$ cat src/rtl/key_scan_pkg.sv
// Shared types, sizes and helpers for the 4x4 matrix keypad scanner.
package key_scan_pkg;

    localparam int unsigned NROW   = 4;
    localparam int unsigned NCOL   = 4;
    localparam int unsigned IDX_W  = 2;
    localparam int unsigned CODE_W = 2 * IDX_W;

    typedef enum logic [1:0] {
        SCAN     = 2'd0,
        DEBOUNCE = 2'd1,
        HELD     = 2'd2
    } scan_state_e;

    // Index of the lowest set bit; 0 when no bit is set.
    function automatic logic [IDX_W-1:0] lsb_idx(input logic [NCOL-1:0] v);
        logic [IDX_W-1:0] idx;
        idx = '0;
        for (int i = int'(NCOL) - 1; i >= 0; i--) begin
            if (v[i]) idx = IDX_W'(i);
        end
        return idx;
    endfunction

endpackage

$ cat src/rtl/key_debounce_cnt.sv
// Saturating match counter shared by the press and release debounce paths.
// clr has priority over the stored count; clr together with inc loads 1.
module key_debounce_cnt
    import key_scan_pkg::*;
#(
    parameter int unsigned CNT_MAX = 3
) (
    input  logic clk,
    input  logic rst,
    input  logic clr,
    input  logic inc,
    output logic done_c
);

    localparam int unsigned CNT_W = $clog2(CNT_MAX + 1);

    logic [CNT_W-1:0] count;
    logic [CNT_W-1:0] base_c;

    // Effective starting count and "this update reaches the target" flag
    always_comb begin
        base_c = clr ? '0 : count;
        done_c = inc && ((32'(base_c) + 32'd1) >= CNT_MAX);
    end

    // Count register, saturating at CNT_MAX
    always_ff @(posedge clk) begin
        if (rst) begin
            count <= '0;
        end else if (inc && (32'(base_c) < CNT_MAX)) begin
            count <= base_c + CNT_W'(1);
        end else begin
            count <= base_c;
        end
    end

endmodule

$ cat src/rtl/matrix_key_scan.sv
// 4x4 matrix keypad scanner: rotates a one-hot row drive, debounces the
// column readback and reports accepted presses/releases plus a sticky irq.
module matrix_key_scan
    import key_scan_pkg::*;
#(
    parameter int unsigned SCAN_DIV     = 4,
    parameter int unsigned DEBOUNCE_CNT = 3
) (
    input  logic              clk,
    input  logic              RST,
    input  logic [NCOL-1:0]   col,
    input  logic              irq_clr,
    output logic [NROW-1:0]   row,
    output logic [CODE_W-1:0] key_code,
    output logic              key_valid,
    output logic              key_release,
    output logic              key_held,
    output logic              irq
);

    localparam int unsigned SLOT_W = (SCAN_DIV > 1) ? $clog2(SCAN_DIV) : 1;

    logic [SLOT_W-1:0] slot_cnt;
    logic [NCOL-1:0]   col_meta;
    logic [NCOL-1:0]   col_sync;
    logic [NCOL-1:0]   cap_col;
    scan_state_e       state;
    scan_state_e       state_next;

    logic sample_c;
    logic col_any_c;
    logic col_match_c;
    logic cnt_clr_c;
    logic cnt_inc_c;
    logic cnt_done_c;
    logic accept_c;
    logic release_c;
    logic rotate_c;
    logic capture_c;

    // Two-flop synchroniser on the column readback
    always_ff @(posedge clk) begin
        if (RST) begin
            col_meta <= '0;
            col_sync <= '0;
        end else begin
            col_meta <= col;
            col_sync <= col_meta;
        end
    end

    // Free-running row slot timer; runs in every state
    always_ff @(posedge clk) begin
        if (RST || (slot_cnt == SLOT_W'(SCAN_DIV - 1))) begin
            slot_cnt <= '0;
        end else begin
            slot_cnt <= slot_cnt + SLOT_W'(1);
        end
    end

    // Sample strobe and column qualifiers
    always_comb begin
        sample_c    = (slot_cnt == SLOT_W'(SCAN_DIV - 1));
        col_any_c   = |col_sync;
        col_match_c = (col_sync == cap_col);
    end

    // Match counter control: press matches in DEBOUNCE, zero samples in HELD
    always_comb begin
        cnt_clr_c = 1'b0;
        cnt_inc_c = 1'b0;
        case (state)
            SCAN: begin
                cnt_clr_c = 1'b1;
                cnt_inc_c = sample_c && col_any_c;
            end
            DEBOUNCE: begin
                if (sample_c) begin
                    cnt_inc_c = col_match_c;
                    cnt_clr_c = !col_match_c;
                end
            end
            HELD: begin
                // key_valid marks the first HELD cycle: start the release count fresh
                cnt_clr_c = key_valid;
                if (sample_c) begin
                    cnt_inc_c = !col_any_c;
                    cnt_clr_c = col_any_c;
                end
            end
            default: cnt_clr_c = 1'b1;
        endcase
    end

    key_debounce_cnt #(
        .CNT_MAX (DEBOUNCE_CNT)
    ) u_match_cnt (
        .clk    (clk),
        .rst    (RST),
        .clr    (cnt_clr_c),
        .inc    (cnt_inc_c),
        .done_c (cnt_done_c)
    );

    // FSM state register
    always_ff @(posedge clk) begin
        if (RST) begin
            state <= SCAN;
        end else begin
            state <= state_next;
        end
    end

    // FSM next-state logic
    always_comb begin
        state_next = state;
        case (state)
            SCAN: begin
                if (sample_c && col_any_c) begin
                    state_next = cnt_done_c ? HELD : DEBOUNCE;
                end
            end
            DEBOUNCE: begin
                if (sample_c) begin
                    if (!col_match_c) begin
                        state_next = SCAN;
                    end else if (cnt_done_c) begin
                        state_next = HELD;
                    end
                end
            end
            HELD: begin
                if (sample_c && !col_any_c && cnt_done_c) begin
                    state_next = SCAN;
                end
            end
            default: state_next = SCAN;
        endcase
    end

    // FSM action strobes
    always_comb begin
        accept_c  = 1'b0;
        release_c = 1'b0;
        rotate_c  = 1'b0;
        capture_c = 1'b0;
        case (state)
            SCAN: begin
                rotate_c  = sample_c && !col_any_c;
                capture_c = sample_c && col_any_c;
                accept_c  = sample_c && col_any_c && cnt_done_c;
            end
            DEBOUNCE: begin
                rotate_c = sample_c && !col_match_c;
                accept_c = sample_c && col_match_c && cnt_done_c;
            end
            HELD: begin
                release_c = sample_c && !col_any_c && cnt_done_c;
            end
            default: ;
        endcase
    end

    // Row drive, captured column, key code and status outputs
    always_ff @(posedge clk) begin
        if (RST) begin
            row         <= NROW'(1);
            cap_col     <= '0;
            key_code    <= '0;
            key_valid   <= 1'b0;
            key_release <= 1'b0;
            key_held    <= 1'b0;
            irq         <= 1'b0;
        end else begin
            key_valid   <= accept_c;
            key_release <= release_c;
            if (rotate_c) begin
                row <= {row[NROW-2:0], row[NROW-1]};
            end
            if (capture_c) begin
                cap_col <= col_sync;
            end
            // Row is frozen from capture to accept, so the live row index is the captured one
            if (accept_c) begin
                key_code <= {lsb_idx(row), lsb_idx(col_sync)};
                key_held <= 1'b1;
            end else if (release_c) begin
                key_held <= 1'b0;
            end
            if (accept_c) begin
                irq <= 1'b1;
            end else if (irq_clr) begin
                irq <= 1'b0;
            end
        end
    end

endmodule

$ cat config.mk
export PLATFORM = sky130hd
export DESIGN_NAME = matrix_key_scan
export DESIGN_NICKNAME = d
export VERILOG_FILES = /design/src/rtl/key_scan_pkg.sv /design/src/rtl/key_debounce_cnt.sv /design/src/rtl/matrix_key_scan.sv
export SDC_FILE = /design/constraint.sdc
export NUM_CORES = 1
export LEC_CHECK = 0
export CORE_MARGIN = 3
export CORE_UTILIZATION = 60
export CTS_BUF_LIST = sky130_fd_sc_hd__clkbuf_8
export DETAILED_ROUTE_END_ITERATION = 10
export PLACE_DENSITY_LB_ADDON = 0.25
export SLEW_MARGIN = 40
export SYNTH_ARGS = -nofsm -noshare
export SYNTH_HDL_FRONTEND = slang
export SYNTH_HIERARCHICAL = 1
export SYNTH_SLANG_ARGS = --single-unit
$ cat constraint.sdc
create_clock -name clk -period 5.06 [get_ports clk]
set_clock_uncertainty 0.15 [all_clocks]
set_input_delay 1.012 -clock clk [delete_from_list [all_inputs] [get_ports clk]]
set_output_delay 1.012 -clock clk [all_outputs]
set_load 0.005 [all_outputs]
==> reports/qor.txt <==
CTS Hold Buffers Added: 0
synth warn: 6
final instance area: 1700 µm²
asr flop ratio synth: 0%
cell family with most CP delay: simple AND/OR/NAND/NOR gates
post-layout net count: 176
unrepaired setup endpoints after global routing: no
crit-path max cell delay: 610 ps
Core Area: 2080 µm²
Worst-path clk slew: 60 ps
vias in the first global route: 1125
Die Span Y: 54.4 µm
final antenna diode count: 0
root buffer cell: clkbuf_8
crit path max fanout: 7
max-slew violation count: 0
filler cell count: 130
FMAX: 288 MHz
Cell variety after synth: 39
DR vias: 1126
critical path data arrival time: 3500 ps
Slew @ Worst Pin: 615 ps
main area contributors after synthesis: dfxtp_1, mux2i_1, ha_1, nor2b_1, nand2b_1
Mapped Avg Cell Area: 9.69 µm²
Yosys top cell area share: 42.7%
mapped cell area: 1410 µm²
wire per inst: 16.2 µm
first-pass GRT wire length: 4960 µm
placed cell areas: 1590 µm²
IO Pins: 19
PwrDens: 318 nW/µm²
startpoint types: register
CP max stage cell: or4_1
port bufs: 18
Hold WC Path Type: reg2reg
Remaining DRCs: 0
ys flop type: dfxtp_1
Longest Clk Path Bufs: 2
most common cell after layout, fill and taps aside: dfxtp_1
# setup viols final: 0
TritonCTS clock tree: built
register area share after synthesis: 42.7%
Total Routing Usage GR: 24.6%
Buf/Inv on CP: 0
Detail Placement HPWL: 2130 µm
Mapped Cells: 145
postcts setup bufs: 0
CTS H-tree depth: 2
Synth area leader: dfxtp_1
Final TNS setup: 0 ps
RD Place Congestion: 0.851
final WL: 3070 µm
worst skew pair latency: 280 ps
Period minus WS final: 3480 ps
pre-CTS setup slack: 1710 ps
commonest cells after routing, fill and taps aside: dfxtp_1, clkdlybuf4s50_1, nor2b_1, mux2i_1, a21oi_1
final hold viol count: 0
initial antenna violation count: 0
Initial Utilization: 67.5%
largest net degree at the start of global routing: 26
final period utilization: 68.7%
post-synthesis register bit count: 30
total congestion overflow: 0
max_cap viols: 0
drt first pass iters: 4
WS Path Type: reg2reg
TritonCTS buffer count: 5
Design Power: 0.540 mW
share of cells above drive strength 1: 11.0%
area grow syn2layout: 21.1%
Setup crit end kind: register
Final WS setup: 1580 ps
syn nets: 158
CTS resizes: 0
vias per inst: 5.93
clock sinks: 30
Slew headroom: 58.5%
chip width: 54.4 µm
leakage: 0.628 nW
crit path cell chain: or4_1 -> a221oi_1 -> o21ai_0 -> nor2b_2 -> and2_1 -> nand2_1 -> nor4b_1 -> a41oi_4 -> mux2_4
WP data required: 5080 ps
Rows: 16
Max IR drop VDD: 362 µV
antenna-violating nets left: 0
die area: 2960 µm²
DRT iter0 DRCs: 18
status: complete, no violations
Post-synth EDFFs: 0
==> stage by stage <==
step                hold slack, ps  util (%)  std cells
floorplan                      254         -        145
global placement               262      76.3        183
detailed placement             276      76.3        183
CTS                            285      81.7        190
global route                   311      81.7        190
finish                         292      81.7        190
==> Yosys cell counts (all sizes together), types with 3 or more instances <==
| cell | instances |
|---|---|
| ha | 6 |
| nand3 | 6 |
| nand2b | 9 |
| a21oi | 9 |
| dfxtp | 30 |
| nor2 | 8 |
| clkbuf | 7 |
| inv | 4 |
| mux2i | 9 |
| o21ai | 4 |
| or4 | 3 |
| nor2b | 13 |
| nor3 | 4 |
| nand2 | 7 |
| xnor2 | 4 |
==> sequential cells by signal, indices dropped and copies added, names as in the netlist, 2 cells and up <==
| signal | flops |
|---|---|
| cap_col | 4 |
| col_meta | 4 |
| col_sync | 4 |
| key_code | 4 |
| row | 4 |
| slot_cnt | 2 |
| state | 2 |
| u_match_cnt/count | 2 |
==> report_power, final <==
group	switching [mW]	leakage (nW)	internal, mW	total, mW
clock network	0.0824	0.0573	0.157	0.240
registers	0.00572	0.244	0.244	0.249
logic	0.0284	0.327	0.0230	0.0514
==> final cells by class <==
type	instances	area (µm²)	share of cell area [%]
inverters	4	15.0	0.882
clock buffers	6	82.6	4.85
flip-flops and latches	30	601	35.3
well taps	27	33.8	1.99
multi-input cells	103	752	44.2
clock inverters	1	30.0	1.76
repair buffers	19	188	11.0
==> routing by layer <==
layer | wire length, µm | GRT usage (%)
met1 | 1180 | 26.0
met5 | 0 | 0
met2 | 1650 | 42.4
met3 | 175 | 9.54
met4 | 65 | 11.6
==> final timing paths <==
check / endpoint / cells after the start / slack, ps / start
max: key_code[0] / 9 / 1580 / col_sync[0]
min reg2reg: slot_cnt[0] / 1 / 290 / slot_cnt[0]
min: slot_cnt[0] / 1 / 290 / slot_cnt[0]
max reg2reg: key_code[0] / 9 / 1580 / col_sync[0]
==> kinds of logic (layout without fill, tap and decap cells) <==
kind of cell	Yosys count	count (layout)	share of synthesized area [%]
adders and majority gates	6	6	5.34
DFF	30	30	42.7
AOI/OAI and AO/OA	20	20	10.4
muxes	10	10	7.48
buffers and inverters	12	30	3.74
and+or+nand+nor	62	62	27.2
xor gates and xnor gates	5	5	3.12
(Power assumes the default switching activity.)
==> variant 1, RTL diff (config.mk and constraints unchanged) <==
Put one more register stage on the output `key_valid`, without a reset. The value now appears one clock later. The other outputs are not delayed to match. Comments in the files are not updated.
--- a/src/rtl/matrix_key_scan.sv
+++ b/src/rtl/matrix_key_scan.sv
@@ -22,2 +22,4 @@
 
+    logic key_valid_s0;
+
     logic [SLOT_W-1:0] slot_cnt;
@@ -84,3 +86,3 @@
                 // key_valid marks the first HELD cycle: start the release count fresh
-                cnt_clr_c = key_valid;
+                cnt_clr_c = key_valid_s0;
                 if (sample_c) begin
@@ -169,3 +171,3 @@
             key_code    <= '0;
-            key_valid   <= 1'b0;
+            key_valid_s0 <= 1'b0;
             key_release <= 1'b0;
@@ -174,3 +176,3 @@
         end else begin
-            key_valid   <= accept_c;
+            key_valid_s0 <= accept_c;
             key_release <= release_c;
@@ -197,2 +199,6 @@
 
+    always_ff @(posedge clk) begin
+        key_valid <= key_valid_s0;
+    end
+
 endmodule
Behaviour: same outputs for any inputs over 10 cycles, from zero or initial values and one cycle with RST high; that may be too few to reach the edited logic, so the function may still have changed.
==> variant 1 against the unedited design <==
  * Non-clock buffer count did not move
  * Sequential cell count rose by 1
  * Synthesized cell count rose by 0.69%
  * Worst setup slack improved by 100 ps
  * Final area fell by 0.59%
  * Power fell by 9.9%
  * Utilization fell by 6.0 points
  * Routed wire length fell by 15%
  * First-iteration DRC count fell by 5.6%
  * Synthesized area rose by 1.4%
  * Largest cell class unchanged
==> variant 1: results (changes against the unedited design) <==
hpwl dp=1866 µm (-12%); Pre-Repair DR Iteration Count=4 (unchanged); root buf cell=clkbuf_8; clock slew at reported path FFs=60 ps (about the same); fin nets=177 (+0.57%); CP endpoint=key_code[0]$_SDFFE_PP0P_; Post-Route WL=2599 µm (-15%); Peak VDD IR=0.0003085 V (-15%); GRT Max-Usage Layer=met2; TritonCTS buffer count=5 (unchanged); number of DRC markers in iteration 0=17 (-1); Slew HR=55.13% (-3.4 points); Crit Path Max Fanout=7 (unchanged); Synth area leaders=dfxtp_1 44%, mux2i_1 6.3%, ha_1 5.3%; gpl congestion=0.7630 (-10%); Distinct cells, synth=39 (unchanged); ant diodes=0 (unchanged); critical path startpoint=col_sync[0]$_SDFF_PP0_; initial antenna violation count=0 (unchanged); register area share after synthesis=43.55% (+0.80 points); asr flop ratio synth=0% (unchanged); proportion of layout cells with a drive suffix above 1=10.30% (-0.74 points); WP data arrival=3400 ps (-100 ps); Worst Hold Class=reg2reg; GR Util met2=31.69% (-11 points); worst-case reg-to-reg path depth=9 (unchanged); Post-Syn Nets=159 (+0.63%); PortBufs=18 (unchanged); via count=1,065 (-5.4%); Post-CTS Hold Fix Bufs=0 (unchanged); Int Pwr=0.0003668 W (-13%); post_cts resized=0 (unchanged); overall routing resource usage=20.61% (-4.0 points); P_leak=0.6296 nW (+0.21%); FILL cells=165 (+27%); commonest cells in the netlist=31 x dfxtp_1, 11 x nor2b_1, 9 x a21oi_1, 9 x mux2i_1; yosys warns=6 (unchanged); total number of H-tree levels=2 (unchanged); grt met3 use=6.540% (-3.0 points); met1 Use GR=25.75% (-0.26 points); vias in the first global route=986 (-12%); clk buf depth=2 (unchanged); worst-skew pair later-pin latency=280 ps (about the same); status=complete, no violations; R2R setup slack=1680 ps (+100 ps); Final Hold Viols=0 (unchanged); Post CTS Setup Buffer Count=0 (unchanged); area of placed instances=1610 µm² (+1.3%); first-pass GRT wire length=4305 µm (-13%); largest net degree at the start of global routing=22 (-15%)
variant 1: cell count changes in the layout (fill, tap and decap cells not counted), sizes merged:
cell    change
inv         +2
bufinv      -1
clkbuf      -1
clkinv      +1
dfxtp       +1
variant 1: worst min-delay path by stage:
stage	from	endpoint	slack [ps]	cells after the start
6_report	key_valid_s0$_SDFF_PP0_	key_valid$_DFF_P_	220	0
3_5_place_dp	key_valid_s0$_SDFF_PP0_	key_valid$_DFF_P_	220	0
3_3_place_gp	key_valid_s0$_SDFF_PP0_	key_valid$_DFF_P_	220	0
2_1_floorplan	key_valid_s0$_SDFF_PP0_	key_valid$_DFF_P_	180	0
4_1_cts	key_valid_s0$_SDFF_PP0_	key_valid$_DFF_P_	230	0
5_1_grt	key_valid_s0$_SDFF_PP0_	key_valid$_DFF_P_	220	0
variant 1: power groups by stage:
stage | Sequential (W) | Clock [W] | Combinational (W)
global placement | 0.000261 | 0 | 0.0000479
detailed placement | 0.000262 | 0 | 0.0000499
finish | 0.000257 | 0.000180 | 0.0000501
floorplan | 0.000261 | 0 | 0.0000385
CTS | 0.000257 | 0.000185 | 0.0000500
global route | 0.000258 | 0.000196 | 0.0000559
variant 1: per-stage QoR:
stage / hold slack (ps) / std cells / util (%) / setup WS [ps] / total power, W
floorplan: 181.0 / 146 / - / 1973 / 0.0002993
finish: 222.4 / 193 / 75.74 / 1682 / 0.0004870
detailed placement: 217.5 / 185 / 72.10 / 1713 / 0.0003121
global placement: 218.0 / 185 / 72.10 / 1792 / 0.0003092
CTS: 225.4 / 193 / 75.74 / 1705 / 0.0004915
global route: 224.6 / 193 / 75.74 / 1501 / 0.0005098
variant 1: per-layer routing:
layer / wire length [µm] / share of wire (%) / up-vias
met5: 0 / 0 / -
met4: 52 / 2.0 / 0
met3: 118 / 4.5 / 7
met2: 1231 / 47 / 21
met1: 1197 / 46 / 494
li1: - / - / 543
variant 1: layout make-up:
cell class                      instances  area share [%]
Sequential cell                        31           36.69
Timing Repair Buffer                   19           11.09
Multi-Input combinational cell        103           44.45
Tap cell                               28           2.071
Clock inverter                          3          0.7396
Inverter                                4          0.8876
Clock buffer                            5           4.068
variant 1: logic make-up after synthesis:
family,synth area share (%)
and+or+nand+nor,26.78
DFF,43.55
AOI/OAI and AO/OA,10.27
buffers and inverters,3.687
muxes,7.375
adders and majority gates,5.268
xor gates and xnor gates,3.073
variant 1: worst max-delay path, cell delays in order, from the launching register on:
cell	delay (ps)
dfxtp_1	360
or4_1	610
a221oi_1	310
o21ai_0	240
nor2b_2	200
and2_1	300
nand2_1	140
nor4b_1	480
a41oi_4	130
mux2_4	350
==> variant 2, RTL diff (same settings) <==
Without the edit above. `IDX_W`: 2 -> 1.
--- a/src/rtl/key_scan_pkg.sv
+++ b/src/rtl/key_scan_pkg.sv
@@ -5,3 +5,3 @@
     localparam int unsigned NCOL   = 4;
-    localparam int unsigned IDX_W  = 2;
+    localparam int unsigned IDX_W  = 1;
     localparam int unsigned CODE_W = 2 * IDX_W;
Ports: changed (resized key_code); port bits go from 19 to 17. The function was not compared with the original's and may differ.
==> variant 2 against the unedited design <==
  * Sequential cell count down 2
  * Worst setup slack better by 300 ps
  * Routed wire length down 17%
  * Synthesized area down 6.8%
  * Final area down 9.7%
  * Power down 15%
  * Cell count down 6.3%
  * Largest power group unchanged
==> variant 2: results (changes against the unedited design) <==
Slew HR=47.03% (-12 points); R2R setup slack=1880 ps (+300 ps); commonest cells in the netlist=28 x dfxtp_1, 11 x nor2b_1, 9 x a21oi_1; vias in the first global route=978 (-13%); Synth Area in Compound Gates=11.94% (+1.5 points); Crit Path Max Fanout=16 (+9); gpl congestion=0.7888 (-7.3%); status=complete, no violations; Synth area leaders=dfxtp_1 43%, ha_1 5.7%, mux2i_1 5.3%; WP data arrival=3190 ps (-310 ps); routed len/inst=14.37 µm (-11%); DR WL met2=1291 µm (-22%); Post-Syn Nets=150 (-5.1%); worst path bufs/invs=1 (+1); Peak VDD IR=0.0002404 V (-34%); DR vias/cell=5.652 (-4.6%); overall routing resource usage=21.02% (-3.6 points); largest net degree at the start of global routing=35 (+35%); cell count after synthesis=137 (-5.5%); FILL cells=141 (+8.5%); CP peak stage delay=500 ps (-110 ps); Worst Hold End=col_sync[1]$_SDFF_PP0_; fin nets=165 (-6.3%); Cell Count, Final, Fillers Out=178 (-6.3%); first-pass GRT wire length=4347 µm (-12%)
## variant 2: changes by cell type in the layout (fill, tap and decap cells not counted), moves of 2 or more
cell             change
mux2i_1              -2
clkbuf_8             -2
nor2_1               -2
dfxtp_1              -2
or4_1                -3
clkdlybuf4s50_1      -2
## variant 2: cell type report
type | instances | area share, %
repair buffers | 17 | 10.91
flip-flops and latches | 28 | 36.48
clock buffers | 4 | 3.583
multi-input cells | 98 | 45.85
inverters | 4 | 0.9772
well taps | 27 | 2.199
## variant 2: metrics by stage
stage,util (%),setup WS [ps],power [W]
3_5_place_dp,73.27,1969,0.0003253
2_1_floorplan,-,2268,0.0003077
6_report,75.99,1883,0.0004579
5_1_grt,75.99,1703,0.0004795
3_3_place_gp,73.27,2107,0.0003214
4_1_cts,75.99,1936,0.0004583
## variant 2: report_power, final
group	leakage (nW)	switching (W)	internal (W)
combinational	0.294	0.0000457	0.0000393
sequential	0.228	0.00000622	0.000229
clock	0.0288	0.0000675	0.0000697
total	0.551	0.000119	0.000338
